--- config.mk ---
export PLATFORM = sky130hd
export DESIGN_NAME = priority_encoder_reg
export DESIGN_NICKNAME = d
export VERILOG_FILES = /design/src/rtl/priority_encoder_reg.sv
export SDC_FILE = /design/constraint.sdc
export NUM_CORES = 1
export LEC_CHECK = 0
export ABC_AREA = 0
export CAP_MARGIN = 30
export CORE_MARGIN = 5
export CORE_UTILIZATION = 45
export CTS_CLUSTER_DIAMETER = 30
export DETAILED_ROUTE_END_ITERATION = 16
export HOLD_SLACK_MARGIN = 0.08
export PLACE_DENSITY_LB_ADDON = 0.25
export RECOVER_POWER = 50
export SYNTH_ARGS = -nofsm -noshare
export SYNTH_HDL_FRONTEND = slang
export SYNTH_SLANG_ARGS = --single-unit
--- constraint.sdc ---
create_clock -name clk -period 3.31 [get_ports clk]
set_input_delay 0.331 -clock clk [delete_from_list [all_inputs] [get_ports clk]]
set_output_delay 0.331 -clock clk [all_outputs]
set_load 0.05 [all_outputs]
--- src/rtl/priority_encoder_reg.sv ---
// priority_encoder_reg: registered priority encoder with a valid/ready
// handshake on both sides. Each accepted request vector is encoded either
// with a fixed priority (highest index wins) or with a round-robin scan that
// starts just above the last granted index. The result is held in a one-deep
// output register that supports full back-to-back throughput.
module priority_encoder_reg #(
    parameter int N = 8,
    parameter int W = $clog2(N)
) (
    input  logic         clk,
    input  logic         rst,
    input  logic [N-1:0] in_req,
    input  logic         in_valid,
    output logic         in_ready,
    input  logic         mode,
    output logic [W-1:0] out_idx,
    output logic         out_zero,
    output logic         out_multi,
    output logic         out_valid,
    input  logic         out_ready
);

    // Result register and round-robin pointer.
    logic         out_valid_q, out_valid_d;
    logic [W-1:0] out_idx_q,   out_idx_d;
    logic         out_zero_q,  out_zero_d;
    logic         out_multi_q, out_multi_d;
    logic [W-1:0] ptr_q,       ptr_d;

    // Encoder datapath.
    logic         accept;
    logic [N-1:0] req_m;
    logic [W-1:0] fixed_idx;
    logic [W-1:0] rr_idx;
    logic [W-1:0] rr_cand;
    logic         rr_found;
    logic         req_zero;
    logic         req_multi;

    // Handshake: the register can take a new vector when empty or draining.
    always_comb begin
        in_ready = !out_valid_q || out_ready;
        accept   = in_valid && in_ready;
        // Masking with in_valid keeps X on an idle bus out of the datapath.
        req_m    = in_valid ? in_req : '0;
    end

    // Zero / multiple-hit flags; clearing the lowest set bit leaves a
    // nonzero value exactly when two or more bits were set.
    always_comb begin
        req_zero  = (req_m == '0);
        req_multi = ((req_m & (req_m - N'(1))) != '0);
    end

    // Fixed priority: the last set bit found scanning upward is the highest.
    always_comb begin
        // NOTE: every variable gets a default before the loop so no path
        // leaves it unassigned, which would otherwise infer a latch.
        fixed_idx = '0;
        for (int i = 0; i < N; i++) begin
            if (req_m[i]) begin
                fixed_idx = W'(i);
            end
        end
    end

    // Round-robin: scan ptr+1, ptr+2, ... wrapping modulo N (N is a power of
    // two, so W-bit addition wraps for free); ptr itself is checked last.
    always_comb begin
        rr_idx   = '0;
        rr_cand  = '0;
        rr_found = 1'b0;
        for (int k = 1; k <= N; k++) begin
            rr_cand = ptr_q + W'(k);
            if (!rr_found && req_m[rr_cand]) begin
                rr_idx   = rr_cand;
                rr_found = 1'b1;
            end
        end
    end

    // Next-state: load on accept, clear on a consume without a refill,
    // otherwise hold. The pointer moves only on a nonzero round-robin grant.
    always_comb begin
        out_valid_d = out_valid_q;
        out_idx_d   = out_idx_q;
        out_zero_d  = out_zero_q;
        out_multi_d = out_multi_q;
        ptr_d       = ptr_q;
        if (accept) begin
            out_valid_d = 1'b1;
            out_idx_d   = mode ? rr_idx : fixed_idx;
            out_zero_d  = req_zero;
            out_multi_d = req_multi;
            if (mode && !req_zero) begin
                ptr_d = rr_idx;
            end
        end else if (out_ready) begin
            out_valid_d = 1'b0;
        end
    end

    // State register; reset parks ptr at N-1 so the first scan starts at 0.
    always_ff @(posedge clk or posedge rst) begin
        if (rst) begin
            out_valid_q <= 1'b0;
            out_idx_q   <= '0;
            out_zero_q  <= 1'b0;
            out_multi_q <= 1'b0;
            ptr_q       <= W'(N - 1);
        end else begin
            // NOTE: non-blocking assignments so every flop samples the
            // pre-edge value of the others, independent of statement order.
            out_valid_q <= out_valid_d;
            out_idx_q   <= out_idx_d;
            out_zero_q  <= out_zero_d;
            out_multi_q <= out_multi_d;
            ptr_q       <= ptr_d;
        end
    end

    // Output drive straight from the register.
    always_comb begin
        out_valid = out_valid_q;
        out_idx   = out_idx_q;
        out_zero  = out_zero_q;
        out_multi = out_multi_q;
    end

endmodule

==> flow_summary.ini <==
[grt]
grt_pass1_vias = 1420
track_usage = 0.1904
antenna_found_initial = 0
grt-ovfl-total = 0
grt_max_degree = 15
grt_pass1_wl_um = 6382

[logic_synthesis]
ys_seq_area_frac = 0.1758
synth_top_family_by_area = compound AO/OA/AOI/OAI gates
synth_compound_area_frac = 0.2872
netlist_area_sq_um = 1302
ys.flop_type = dfrtp_1
synth.area.mux_share = 0.1662
synth_most_common_cell = nand2_1
synth_largest_area_cell = dfrtp_1
yosys_warnings = 0
synth_xor_area_frac = 0.01345
synth_area_leaders = dfrtp_1, dfstp_2, mux4_2, mux2_1, nand2_1
synth-simple-area-share = 0.2421
synth_top_cell_area_share = 0.1153
yosys-top-cells-count = nand2_1, nor2_1, nor3_1
syn_avg_cell_area_sq_um = 8.244
synth_cell_types = 51
synth_enable_flop_cells = 0
async_flop_share = 1.000
syn-num-nets = 173
synthAdderAreaFrac = 0.03458
syn_inst = 158
synth-seq-cells = 9

[clocking]
cts_buffers = 3
clock_latency_ns = 0.27
post_cts_buffers = 0
root_buffer = clkbuf_4
cts_tree = yes
cts_max_path_buffers = 2
clk_pin_slew_ns = 0.06
cts.htree.levels = 1
cts.sinks = 9

[setup_path]
critPathRequiredTime_ns = 3.49
critPathLaunchType = flip-flop
crit_arrival_ns = 3.35
critPathSlowestCell = or4_1
rr_worst_depth = 10
cp-end-kind = flip-flop
path_cells = clkinv_1 -> ha_1 -> mux4_2 -> nand3_1 -> o311ai_2 -> or4_1 -> nor4b_4 -> a21oi_1 -> a22o_1 -> o31ai_2
max_stage_delay_ns = 0.59
critPathKind = reg -> reg
crit_fanout = 4

[timing]
final.setup.worst_slack_ns = 0.1446
grt_setup_unrepaired = no
layout_min_cycle_time_ns = 3.165
period_share = 0.9563
finalHoldViolCount = 0
setup_tns_ns = 0
finalSetupViolCount = 0
finClkSkew_ns = 0.002138
slew_violations = 0
fmax_mhz = 315.9
maxSlewHeadroom = 0.6522
worstMarginPinSlew_ns = 0.5200

[floorplan]
core_sq_um = 2758
fp.dieW_um = 63.80
start_util = 0.4723
dieArea_sq_um = 4070
io_pins = 20
rows = 19
dieHeight_um = 63.80

[pwr]
power.leakage_nw = 0.6645
ir_worst_vdd_mv = 0.7816
p_total_mw = 1.686
p_per_area_nw_per_um2 = 1007

[run]
maxCapViolations = 0

[routing]
remaining_drc_errors = 0
wl_per_cell_um = 17.31
drt-initial-drc-count = 86
drt-total-wl_um = 3877
vias = 1433
drtAntennaViolNets = 0
drt_pass1_iterations = 4
viasPerCell = 6.397

[finish]
drive_above_1_share = 0.2280
layout.cells.non_filler = 224
nets = 209
final-seq-area_sq_um = 229.0
multi_input_area_sq_um = 975.9
area_growth_pct = 28.63
fillers = 242
antenna_cells = 0

[worst_hold_path]
min_path_type = in -> async

[placed_design]
pre_cts_ws_ns = 0.1227
place_inst = 220
gp_congestion = 0.9645
numPortBuffers = 19
place_hpwl_um = 3047

[status]
status = finished clean
[area by class of cell]
cell class	instances	area share
multi-input cells	130	0.5825
repair buffers	42	0.2240
flip-flops and latches	9	0.1367
well taps	31	0.02315
inverters	8	0.01792
clock buffers	4	0.01568
[cell families (layout without fill, tap and decap cells)]
group,count (synthesis),count (layout)
adder cells (fa/ha/maj),4,4
AO/OA/AOI/OAI,50,50
buffers and inverters,19,54
XOR/XNOR,2,2
AND/OR/NAND/NOR,58,58
flip-flops,9,9
multiplexers,16,16
[path summary, 6_finish.rpt]
path | startpoint | endpoint | slack [ns]
max | ptr_q[1]$_DFFE_PP1P_ | ptr_q[1]$_DFFE_PP1P_ | 0.14
min | rst | out_multi$_DFFE_PP0P_ | 0.45
max reg2reg | ptr_q[1]$_DFFE_PP1P_ | ptr_q[1]$_DFFE_PP1P_ | 0.14
min reg2reg | out_idx[1]$_DFFE_PP0P_ | out_idx[1]$_DFFE_PP0P_ | 0.51
max in group asynchronous | rst | ptr_q[1]$_DFFE_PP1P_ | 2.56
min in group clk | out_idx[1]$_DFFE_PP0P_ | out_idx[1]$_DFFE_PP0P_ | 0.51
[critical path, delay by kind of cell (launching register included)]
| kind | cells | cell delay [ns] |
|---|---|---|
| and+or+nand+nor | 3 | 1.15 |
| buffers and inverters | 1 | 0.07 |
| muxes | 1 | 0.33 |
| DFF | 1 | 0.53 |
| AOI/OAI and AO/OA | 4 | 0.65 |
| adders and majority gates | 1 | 0.34 |
[state kept, by name (all words and copies together) (netlist names)]
name / count
out_zero: 1
ptr_q: 3
out_valid: 1
out_multi: 1
out_idx: 3
[power breakdown]
part           internal, mW  switching [mW]  leakage (nW)
clock network        0.0467          0.0429        0.0150
logic                 0.642           0.751         0.549
registers             0.163          0.0414         0.101
total                 0.852           0.835         0.664
[metrics by stage]
stage | instance area (sq um) | util | hold WS (ns)
2_1_floorplan | 1303 | - | 0.1568
3_3_place_gp | 1642 | 0.5953 | 0.4717
3_5_place_dp | 1642 | 0.5953 | 0.4763
4_1_cts | 1668 | 0.6048 | 0.3305
5_1_grt | 1675 | 0.6075 | 0.4773
6_report | 1675 | 0.6075 | 0.4522
[routing by layer]
layer,part of all wire,track usage,vias up
met5,0,0,-
li1,-,-,683
met2,0.49,0.3379,60
met3,0.053,0.01926,11
met1,0.44,0.2352,679
met4,0.020,0.07013,0
[placed cells by master (no fill, tap or decap), types with 3 or more instances in the layout]
cell / Yosys / final
dlygate4sd3_1: 0 / 4
a31oi_1: 3 / 3
nor3_1: 8 / 8
clkdlybuf4s50_1: 0 / 15
mux4_2: 3 / 3
o21ai_1: 3 / 3
nand2b_1: 5 / 5
nand3_1: 5 / 5
mux2_2: 4 / 4
dfstp_2: 3 / 3
clkbuf_4: 0 / 3
inv_1: 7 / 7
or3_1: 4 / 4
mux2_1: 5 / 5
o21ai_0: 7 / 7
nor2_1: 10 / 10
dfrtp_1: 6 / 6
buf_4: 0 / 22
a21oi_1: 4 / 4
o22ai_1: 7 / 7
o41a_1: 3 / 3
nand2_1: 15 / 15
[what timing repair did]
item / 4_1_cts / 5_1_grt
hold buffers: 0 / 0
endpoints found under the setup margin: 0 / 4
gates resized for setup: 0 / 1
No activity file was read; power rests on OpenSTA's default activity.
